File: src/rtl/seg_pkg.sv
// Shared constants for the 7-segment display paths: blank/dash patterns and
// digit positions (0 = sec_1 .. 5 = hr_10).
package seg_pkg;

    localparam int NUM_DIGITS = 6;

    localparam logic [6:0] SEG_BLANK = 7'h7F;
    localparam logic [6:0] SEG_DASH  = 7'h3F;

    typedef enum logic [2:0] {
        SEC_1  = 3'd0,
        SEC_10 = 3'd1,
        MIN_1  = 3'd2,
        MIN_10 = 3'd3,
        HR_1   = 3'd4,
        HR_10  = 3'd5
    } digit_idx_t;

endpackage

File: src/rtl/bcd_to_seg.sv
// BCD to active-low 7-segment decoder, segment order {g,f,e,d,c,b,a}.
// Non-decimal codes 10-15 show a dash so corrupt digits are visible on the board.
module bcd_to_seg
    import seg_pkg::*;
(
    input  logic [3:0] bcd,
    output logic [6:0] seg
);

    always_comb begin
        seg = SEG_DASH;
        case (bcd)
            4'd0:    seg = 7'h40;
            4'd1:    seg = 7'h79;
            4'd2:    seg = 7'h24;
            4'd3:    seg = 7'h30;
            4'd4:    seg = 7'h19;
            4'd5:    seg = 7'h12;
            4'd6:    seg = 7'h02;
            4'd7:    seg = 7'h78;
            4'd8:    seg = 7'h00;
            4'd9:    seg = 7'h10;
            default: seg = SEG_DASH;
        endcase
    end

endmodule

File: src/rtl/seg_scan_display.sv
// Time-multiplexed 6-digit common-anode driver with guard interval and cursor blink.
// Optional build macro LEADING_ZERO_BLANK_EN blanks a zero hr_10 outside its edit.
module seg_scan_display
    import seg_pkg::*;
#(
    parameter int CLK_HZ    = 50_000_000,
    parameter int SCAN_HZ   = 1000,
    parameter int BLINK_HZ  = 2,
    parameter int GUARD_CYC = 16
) (
    input  logic       clk,
    input  logic       reset,
    input  logic [3:0] hr_10,
    input  logic [3:0] hr_1,
    input  logic [3:0] min_10,
    input  logic [3:0] min_1,
    input  logic [3:0] sec_10,
    input  logic [3:0] sec_1,
    input  logic       edit_en,
    input  logic [2:0] cursor,
    output logic [5:0] an,
    output logic [6:0] seg,
    output logic       dp
);

    localparam int DWELL = CLK_HZ / SCAN_HZ;
    localparam int HALF  = CLK_HZ / (2 * BLINK_HZ);
    localparam int DW_W  = (DWELL > 1) ? $clog2(DWELL) : 1;
    localparam int BL_W  = (HALF > 1) ? $clog2(HALF) : 1;

    localparam logic [DW_W-1:0] DWELL_LAST = DW_W'(DWELL - 1);
    localparam logic [DW_W-1:0] GUARD_END  = DW_W'(GUARD_CYC);
    localparam logic [BL_W-1:0] HALF_LAST  = BL_W'(HALF - 1);
    localparam logic [NUM_DIGITS-1:0] AN_OFF = '1;
    localparam logic [NUM_DIGITS-1:0] AN_ONE = NUM_DIGITS'(1);

    logic [DW_W-1:0] dwell_cnt_p0;
    logic [2:0]      idx_p0;
    logic [BL_W-1:0] blink_cnt_p0;
    logic            blink_phase_p0;

    logic [3:0]            digit_sel;
    logic [6:0]            seg_dec;
    logic                  guard;
    logic                  cur_blank;
    logic                  lz_blank;
    logic [NUM_DIGITS-1:0] an_nxt;
    logic [6:0]            seg_nxt;
    logic                  dp_nxt;

    logic [NUM_DIGITS-1:0] an_p1;
    logic [6:0]            seg_p1;
    logic                  dp_p1;

    // Stage p0: free-running scan and blink timebases
    always_ff @(posedge clk or posedge reset) begin
        if (reset) begin
            dwell_cnt_p0   <= '0;
            idx_p0         <= SEC_1;
            blink_cnt_p0   <= '0;
            blink_phase_p0 <= 1'b0;
        end else begin
            if (dwell_cnt_p0 == DWELL_LAST) begin
                dwell_cnt_p0 <= '0;
                idx_p0       <= (idx_p0 == HR_10) ? SEC_1 : idx_p0 + 3'd1;
            end else begin
                dwell_cnt_p0 <= dwell_cnt_p0 + 1'b1;
            end

            if (blink_cnt_p0 == HALF_LAST) begin
                blink_cnt_p0   <= '0;
                blink_phase_p0 <= ~blink_phase_p0;
            end else begin
                blink_cnt_p0 <= blink_cnt_p0 + 1'b1;
            end
        end
    end

    always_comb begin
        digit_sel = 4'd0;
        case (idx_p0)
            SEC_1:   digit_sel = sec_1;
            SEC_10:  digit_sel = sec_10;
            MIN_1:   digit_sel = min_1;
            MIN_10:  digit_sel = min_10;
            HR_1:    digit_sel = hr_1;
            HR_10:   digit_sel = hr_10;
            default: digit_sel = 4'd0;
        endcase
    end

    bcd_to_seg u_dec (
        .bcd (digit_sel),
        .seg (seg_dec)
    );

    always_comb begin
        guard     = (dwell_cnt_p0 < GUARD_END);
        // cursor 6-7 never matches idx, so an invalid cursor blanks nothing
        cur_blank = edit_en && blink_phase_p0 && (idx_p0 == cursor);
`ifdef LEADING_ZERO_BLANK_EN
        lz_blank  = (idx_p0 == HR_10) && (hr_10 == 4'd0) &&
                    !(edit_en && (cursor == HR_10));
`else
        lz_blank  = 1'b0;
`endif
        an_nxt  = guard ? AN_OFF : ~(AN_ONE << idx_p0);
        seg_nxt = (guard || cur_blank || lz_blank) ? SEG_BLANK : seg_dec;
        dp_nxt  = !(!guard && !cur_blank && (idx_p0 == HR_1 || idx_p0 == MIN_1));
    end

    // Stage p1: registered pins
    always_ff @(posedge clk or posedge reset) begin
        if (reset) begin
            an_p1  <= AN_OFF;
            seg_p1 <= SEG_BLANK;
            dp_p1  <= 1'b1;
        end else begin
            an_p1  <= an_nxt;
            seg_p1 <= seg_nxt;
            dp_p1  <= dp_nxt;
        end
    end

    assign an  = an_p1;
    assign seg = seg_p1;
    assign dp  = dp_p1;

endmodule

File: config.mk
export PLATFORM = sky130hd
export DESIGN_NAME = seg_scan_display
export DESIGN_NICKNAME = d
export VERILOG_FILES = /design/src/rtl/seg_pkg.sv /design/src/rtl/bcd_to_seg.sv /design/src/rtl/seg_scan_display.sv
export SDC_FILE = /design/constraint.sdc
export NUM_CORES = 1
export LEC_CHECK = 0
export ABC_AREA = 0
export CAP_MARGIN = 20
export CELL_PAD_IN_SITES_DETAIL_PLACEMENT = 1
export CELL_PAD_IN_SITES_GLOBAL_PLACEMENT = 1
export CORE_MARGIN = 2
export CORE_UTILIZATION = 45
export DETAILED_ROUTE_END_ITERATION = 8
export GPL_TIMING_DRIVEN = 0
export PLACE_DENSITY_LB_ADDON = 0.1
export SYNTH_ARGS = -nofsm -noshare
export SYNTH_HDL_FRONTEND = slang
export SYNTH_SLANG_ARGS = --single-unit
export TNS_END_PERCENT = 30
File: constraint.sdc
create_clock -name clk -period 4.5 [get_ports clk]
set_input_delay 0.45 -clock clk [delete_from_list [all_inputs] [get_ports clk]]
set_output_delay 0.45 -clock clk [all_outputs]
set_load 0.01 [all_outputs]
==> results_dict.tcl <==
set metrics [dict create \
    outcome "finished, final reports clean" \
    gr-total-overflow 0 \
    pin_count 44 \
    cts_sinks 58 \
    top_layer_used "met4" \
    grt_pass1_wl_um 11900 \
    grt_start_max_net_pins 44 \
    area_growth_pct 26.4 \
    synth-edff-count 0 \
    p_per_area_nw_per_um2 309 \
    first_global_vias 2493 \
    syn_area_um2 2920 \
    die_area_um2 7140 \
    final_cell_mix "44 x dfrtp_1, 43 x clkdlybuf4s50_1, 33 x nor2_1" \
    dr.first_iter.drc_count 116 \
    drive_above_1_share 0.124 \
    wl_per_cell_um 16.5 \
    path_max_fanout 10 \
    p_int_uw 898 \
    grt_setup_unrepaired "false" \
    vias 2293 \
    yosys-top-cells-area "dfrtp_1 38%, dfstp_2 13%, xor2_1 6.6%" \
    hold_viol_final 0 \
    ys_async_sr_fraction 1.00 \
    syn_inst 279 \
    wl_met1_um 3050 \
    leakage_nw 1.62 \
    drt_wl_total_um 6860 \
    initial_utilization 0.462 \
    antenna-diode-count 0 \
    synth_cell_type_count 47 \
    p_sw_uw 242 \
    final_core_util 0.584 \
    cts_buffers 9 \
    die_x_um 84.5 \
    final_common_cell "dfrtp_1" \
    seq_area_um2 1470 \
    fin_crit_ns 2.64 \
    cts_setup_buffers 0 \
    drc 0 \
    first_pass_iters 4 \
    cts.reportedPaths.clkPinSlew_ns 0.07 \
    multi_input_area_um2 1370 \
    max_freq_mhz 379 \
    maxCapViolCount 0 \
    slew_headroom 0.457 \
    tightest_slew_ns 0.808 \
    post-route-period-util 0.586 \
    cts_resized 0 \
    synth_top_area_frac 0.378 \
    ant_nets 0 \
    cts_tree "built" \
    tns_ns 0 \
    crit_required_ns 4.75 \
    avgSynthCellArea_um2 10.5 \
    yosys.area.top_type "dfrtp_1" \
    sw_frac_of_total 0.212 \
    power_frac_comb 0.065 \
    vdd_drop_max_mv 0.219 \
    ys_warn_count 0 \
    ctsHoldBuffers 0 \
    path_class "reg2reg" \
    hold_class "in2async" \
    drv_slew 0 \
    synth_top_flop_cell "dfrtp_1" \
    die_h_um 84.5 \
    htreeDepth 3 \
    hold_slack_ns 0.421 \
    clockPowerShare 0.468 \
    skew_ns 0.00887 \
    power_mw 1.14 \
    dp_hpwl_um 5080 \
    finalSetupViolCount 0 \
    synth_seq_cells 58 \
    grt_antenna_before_repair 0 \
    power_frac_seq 0.467 \
    wl_met3_um 246 \
    track_usage 0.210 \
    dr_wl_met2_um 3470 \
    cts_root_buf "clkbuf_8" \
    cp.arrival_ns 2.89 \
    worstSkewPairLatency_ns 0.34 \
    synth_nets 317 \
    nNetsFinal 373 \
    core_area_um2 6310 \
    yosysSeqAreaShare 0.504 \
    cp-start-kind "flip-flop" \
    io_buffers 43 \
    gp_congestion 0.790 \
    rows 29 \
    end_kind "flip-flop" \
    max-clock-path-buffers 2 \
    nFillCells 689 \
    vias_per_cell 5.50 \
]
cells by family after synthesis:
family	Yosys count	share of synthesized area
compound gates	34	0.0746
xor+xnor	37	0.111
fa+ha+maj	8	0.0343
buf+inv	16	0.0257
flops	58	0.504
mux	6	0.0300
simple gates	120	0.221
routing by layer:
metal,GRT usage,up-vias
li1,-,1103
met1,0.261,1143
met2,0.356,38
met3,0.0560,9
met4,0.0707,0
met5,0,-
worst paths after layout:
path,startpoint,endpoint,slack (ns),cells after the start
min in group clk,dwell_cnt_p0[0],dwell_cnt_p0[0],0.46,1
max in group asynchronous,reset,seg[1],3.45,3
worst max register to register,idx_p0[0],seg[5],1.86,11
worst min-delay path,reset,dwell_cnt_p0[3],0.42,2
worst min register to register,dwell_cnt_p0[0],dwell_cnt_p0[0],0.46,1
worst max-delay path,idx_p0[0],seg[5],1.86,11
worst max-delay path: stages (launching register included):
cell      delay [ns]
dfrtp_1         0.36
clkbuf_2        0.16
buf_2           0.22
and2_1          0.17
ha_1            0.24
a32o_1          0.22
a21oi_1         0.35
inv_1           0.12
ha_1            0.19
a21boi_0        0.14
a211oi_1        0.25
o21ai_0         0.12
power by group through the flow:
stage          clock, mW  sequential [mW]  combinational [mW]
3_3_place_gp           0            0.541              0.0719
3_5_place_dp           0            0.541              0.0755
6_report           0.534            0.532              0.0741
2_1_floorplan          0            0.544              0.0263
5_1_grt            0.568            0.532              0.0817
4_1_cts            0.543            0.532              0.0760
cell type report:
class / count / area share
sequential: 58 / 0.398
multi-input combinational: 205 / 0.372
timing repair buffer: 45 / 0.124
clock buffer: 11 / 0.0383
tap: 77 / 0.0261
clock inverter: 5 / 0.0210
buffer: 9 / 0.0132
inverter: 7 / 0.00713
stage by stage:
| stage | area (um^2) | std cells | setup WS (ns) |
|---|---|---|---|
| after detailed placement | 3460 | 400 | 1.82 |
| after floorplan | 2920 | 279 | 2.25 |
| after global placement | 3440 | 399 | 1.57 |
| after global routing | 3690 | 417 | 1.63 |
| final | 3690 | 417 | 1.86 |
| after CTS | 3680 | 416 | 1.83 |
registers in the layout (all words and copies together) (netlist names):
| signal | flops |
|---|---|
| an | 6 |
| blink_cnt_p0 | 24 |
| blink_phase_p0 | 1 |
| dp | 1 |
| dwell_cnt_p0 | 16 |
| idx_p0 | 3 |
| seg | 7 |
Yosys cell counts, types with 2 or more instances:
cell type / number
clkbuf_1: 4
xor2_1: 22
dfstp_2: 14
a31oi_1: 2
mux2_4: 2
nor2b_1: 2
or3_1: 3
ha_1: 8
nand3b_1: 5
nor2_1: 33
nor3_1: 4
buf_2: 2
a21oi_1: 8
xnor2_1: 15
o21ai_0: 11
and4_1: 6
and2_1: 3
and3b_1: 3
nand4_1: 10
mux2i_1: 2
o31ai_1: 2
nor4_1: 4
a222oi_1: 2
inv_1: 7
nand3_1: 20
nand2_1: 14
dfrtp_1: 44
and3_1: 8
(Power assumes the default switching activity.)
==> variant 1, RTL diff (same settings) <==
`SCAN_HZ`: 1000 -> 4000.
--- a/src/rtl/seg_scan_display.sv
+++ b/src/rtl/seg_scan_display.sv
@@ -5,5 +5,5 @@
 #(
     parameter int CLK_HZ    = 50_000_000,
-    parameter int SCAN_HZ   = 1000,
+    parameter int SCAN_HZ   = 4000,
     parameter int BLINK_HZ  = 2,
     parameter int GUARD_CYC = 16
Function: same outputs for any inputs over 10 cycles, from zero or initial values and one cycle with reset high; that may be too few to reach the edited logic, so the function may still have changed.
==> variant 1 against the unedited design <==
Power is 24% lower; final area is 4.3% lower; wire length is 4.2% lower; critical path type unchanged; largest cell class unchanged; setup slack worse by 0.41 ns; combinational power is 2% higher; non-clock buffer count is 1 lower; clock power is 48% lower; sequential cell count is 2 lower; synthesized area is 0.86% lower.
==> variant 1: results (changes against the unedited design) <==
The reg-to-reg setup timing slack came out at 1.45 ns (-0.41 ns). The tools report the final RePlAce weighted congestion as 0.832 (+5.3%). The run gives 49.1% (-1.3 points) as the post-synthesis sequential area ratio. The critical path ends at seg[3]$_DFF_PP1_. In this run the worst setup path begins at idx_p0[1]$_DFFE_PP0N_.

The net count of the mapped netlist was 316 (-0.32%); the number of H-tree levels was 2 (-1). The tools report the via count of the first global-routing pass as 2305 (-7.5%). The logs give 43 (-2.3%) for the maximum number of pins on one net before global-route repair and 49 (+4.3%) for the number of library cell types mapped by synthesis. The worst hold-check path type was input port to async pin. The number of antenna violations at the first check in global routing was 0 (unchanged); the CTS buffer count was 5 (-4). The run gives 94 (-19%) as the initial detailed-routing violation count.

The worst ir drop on vdd was 0.154 mV (-30%); the slew at the pin with the worst max-slew slack was 0.807 ns (-0.000719 ns). The fraction of final layout cells with drive strength greater than 1 is 12.4% (+0.071 points). The quantity of I/O buffers inserted on ports is 43 (unchanged).

The routed length per instance was 16.1 um (-1.8%); the number of iterations in the first detailed-routing pass was 4 (unchanged). The number of nets in the finished design came out at 367 (-1.6%). The clock latency on the worst-skew pair is 0.31 ns (-0.03 ns), and the timing-limited maximum frequency is 328 MHz (-14%).

By count the netlist is led by 42 x sky130_fd_sc_hd__dfrtp_1, 27 x sky130_fd_sc_hd__nor2_1, 25 x sky130_fd_sc_hd__nand3_1, 20 x sky130_fd_sc_hd__xor2_1, 18 x sky130_fd_sc_hd__nand2_1. Grouping stages by cell kind, the critical path spends the most delay in simple AND/OR/NAND/NOR gates. For the half-perimeter wire length after placement, the log shows 5050 um (-0.49%).

By area the synthesized netlist is led by sky130_fd_sc_hd__dfrtp_1 36%, sky130_fd_sc_hd__dfstp_2 13%, sky130_fd_sc_hd__xor2_1 6.1%. More flip-flops sit in one register than any other, and that register is blink_cnt_p0. The remaining global-route overflow was 0 (unchanged).

The tools report the worst slack at placement as 1.50 ns (-0.319 ns). Among all stages on the critical path, the largest delay is contributed by sky130_fd_sc_hd__or3_1. The final setup skew is 0.00883 ns (-0.0000419 ns), and the first-pass GRT wire length is 11200 um (-5.5%). The largest fanout on the critical path came out at 10 (unchanged).

For the static power due to leakage, the log shows 0.00152 uW (-6.2%). The run finished with clean final reports. The total via count after detailed routing is 2188 (-4.6%). The peak per-stage delay on the critical path works out to 0.42 ns (+0.06 ns).

The number of flip-flops in the largest register is 24 (unchanged), and the async set or reset register ratio after synthesis is 100% (unchanged). The clock edge transition at the registers on the reported setup and hold paths is 0.10 ns (+0.03 ns), and the total global routing track utilization is 19.6% (-1.5 points).
variant 1: cell types whose count changed in the layout (fill, tap and decap cells not counted), sizes merged, moves of 4 or more:
cell / before / now
nand2: 14 / 18
nand3: 20 / 25
nor2: 33 / 27
nand4: 10 / 6
nand2b: 0 / 4
clkbuf: 17 / 10
o21ai: 12 / 5
and4: 6 / 2
variant 1: layout make-up:
class,instances,area [um^2]
inverter,9,33.8
fill,689,2750
sequential,56,1420
clock buffer,5,68.8
timing repair buffer,44,450
clock inverter,3,22.5
buffer,9,38.8
multi-input combinational,204,1400
tap,77,96.3
variant 1: cell families (layout without fill, tap and decap cells):
logic type,count (synthesis),in the layout,synth area share (%)
AND/OR/NAND/NOR,123,123,23.0
multiplexers,8,8,2.90
adder cells (fa/ha/maj),8,8,3.46
buffers and inverters,18,70,2.51
AO/OA/AOI/OAI,28,28,7.83
flip-flops,56,56,49.1
XOR/XNOR,37,37,11.2
variant 1: per-stage QoR:
stage	hold WS [ns]	std cells	utilization (%)	area, um^2	power [uW]
floorplan	0.442	278	-	2890	554
global placement	0.471	398	54.5	3420	595
detailed placement	0.482	399	54.8	3440	600
CTS	0.400	407	56.2	3530	882
global route	0.433	407	56.2	3530	911
finish	0.395	407	56.2	3530	868
variant 1: power breakdown:
part           internal, uW  total (uW)  switching (uW)
sequential              512         514            1.54
clock                   112         279             167
combinational          44.5        75.3            30.9
total                   669         868             199
variant 1: routing by layer:
layer  global-route usage [%]  vias up  part of all wire, %
li1                         -     1066                    -
met1                     25.1     1089                   45
met2                     33.9       23                   51
met3                     4.03       10                  2.0
met4                     4.84        0                  1.4
met5                        0        -                    0
==> variant 2, RTL diff (same flow settings) <==
Without the edit above. The output `dp` loses its register stage (`dp_p1` becomes a continuous assignment).
--- a/src/rtl/seg_scan_display.sv
+++ b/src/rtl/seg_scan_display.sv
@@ -115,11 +115,11 @@
             an_p1  <= AN_OFF;
             seg_p1 <= SEG_BLANK;
-            dp_p1  <= 1'b1;
         end else begin
             an_p1  <= an_nxt;
             seg_p1 <= seg_nxt;
-            dp_p1  <= dp_nxt;
         end
     end
+
+    assign dp_p1 = dp_nxt;
 
     assign an  = an_p1;
Check against the original RTL: same outputs for any inputs over 10 cycles, from zero or initial values and one cycle with reset high; that may be too few to reach the edited logic, so the function may still have changed.
==> variant 2 against the unedited design <==
Final area fell by 2.1%; wire length fell by 0.60%; count of clock-buffer cells in the layout rose by 2; via count rose by 0.48%; power fell by 12%; synthesized area fell by 0.90%; sequential cell count fell by 1; first-iteration DRC count fell by 54%; setup slack got worse by 0.42 ns.
==> variant 2: results (changes against the unedited design) <==
The run finished with clean final reports. The clock network area share is 4.61% (-1.3 points). The tools report the CTS buffer count as 9 (unchanged). The met3 usage in global routing came out at 5.21% (-0.39 points).

The adder and majority cell fraction of the synthesized area is 3.46% (+0.031 points). The combinational-cell power consumption is 73.5 uW (-0.8%). The run gives 0.758 (-4.0%) as the final RePlAce weighted congestion. By area, the class that comes first in the final layout consists of sequential cells.

The sequential cell area in the final layout was 1440 um^2 (-1.8%). The tools report the overall routed net length as 6820 um (-0.60%). The complex-gate fraction of the synthesized area was 7.53% (+0.068 points); the count of clock tree sinks was 57 (-1.7%). For the fraction of power consumed by sequential logic, the log shows 52.0% (+5.3 points). The total via count after detailed routing is 2304 (+0.48%), and the routed metal-1 wirelength is 3110 um (+2.0%). For the net count of the mapped netlist, the log shows 316 (-0.32%).

The run gives 0.142 mV (-35%) as the worst ir drop on vdd. The xor and xnor area share after synthesis is 11.2% (+0.10 points), and the final hold slack is 0.408 ns (-0.0132 ns). Slew at the pin with the worst max-slew slack: 0.831 ns (+0.0236 ns).

The fraction of final layout cells with drive strength greater than 1 was 11.5% (-0.85 points); the via count of the first global-routing pass was 2581 (+3.5%). The fraction of area in non-clock buffers was 14.0% (+0.30 points); the half-perimeter wire length after placement was 5040 um (-0.73%). For the largest buffer count on any clock path, the log shows 2 (unchanged). By area the synthesized netlist is led by sky130_fd_sc_hd__dfrtp_1 38%, sky130_fd_sc_hd__dfstp_2 12%, sky130_fd_sc_hd__xor2_1 6.7%. The largest fanout on the critical path was 8 (-2); the first-pass GRT wire length was 12100 um (+1.6%).

The fill cell instance count of the final layout is 684 (-0.73%), and the clock edge transition at the registers on the reported setup and hold paths is 0.06 ns. The static power due to leakage came out at 0.00158 uW (-2.2%). The total global routing track utilization came out at 21.5% (+0.50 points). The number of flip-flops in the largest register works out to 24 (unchanged).

The proportion of synthesized area in mux cells works out to 3.03% (+0.027 points). Number of clock buffers in the layout: 13 (+2). The tools report the global-route track usage on met2 as 35.3% (-0.37 points). The tools report the met2 wire length as 3370 um (-3.1%). The worst register-to-register path ends at seg[5]$_DFF_PP1_.

The family with the most delay on the worst path was simple AND/OR/NAND/NOR gates. The total internal power was 777 uW (-13%); the count of plain and timing-repair buffers was 54 (unchanged). The initial detailed-routing violation count is 53 (-54%), and the endpoint arrival time on the critical path is 2.61 ns (-0.28 ns). The quantity of I/O buffers inserted on ports came out at 43 (unchanged).

The slowest stage cell on the critical path was sky130_fd_sc_hd__clkdlybuf4s50_1. The run gives 372 (-0.27%) as the number of nets in the finished design. The tools report the post-synthesis sequential area ratio as 49.9% (-0.45 points). For the maximum number of pins on one net before global-route repair, the log shows 43 (-2.3%).

The logs give 1.80 ns (-0.06 ns) for the reg-to-reg setup timing slack and 214 um (-13%) for the wire length on met3. The peak per-stage delay on the critical path is 0.53 ns (+0.17 ns), and the final setup skew is 0.0121 ns (+0.00324 ns). The run gives 1010 uW (-12%) as the overall power after layout.

The met1 routing resource usage after global routing came out at 27.7% (+1.7 points).
==> variant 2: metrics by stage <==
stage	worst slack (ns)	cells	cell area, um^2
6_report	1.44	416	3610
5_1_grt	1.17	416	3610
4_1_cts	1.41	416	3610
3_5_place_dp	1.70	400	3440
3_3_place_gp	1.60	398	3420
2_1_floorplan	2.25	278	2890
==> variant 2: worst max-delay path by stage <==
stage	startpoint	to	slack [ns]
final	dwell_cnt_p0[11]$_DFF_PP0_	dp	1.44
after global routing	dwell_cnt_p0[11]$_DFF_PP0_	dp	1.17
after CTS	dwell_cnt_p0[11]$_DFF_PP0_	dp	1.41
after detailed placement	cursor[1]	dp	1.70
after global placement	reset	blink_cnt_p0[18]$_DFF_PP0_	1.60
after floorplan	idx_p0[0]$_DFFE_PP0N_	seg[5]$_DFF_PP1_	2.25
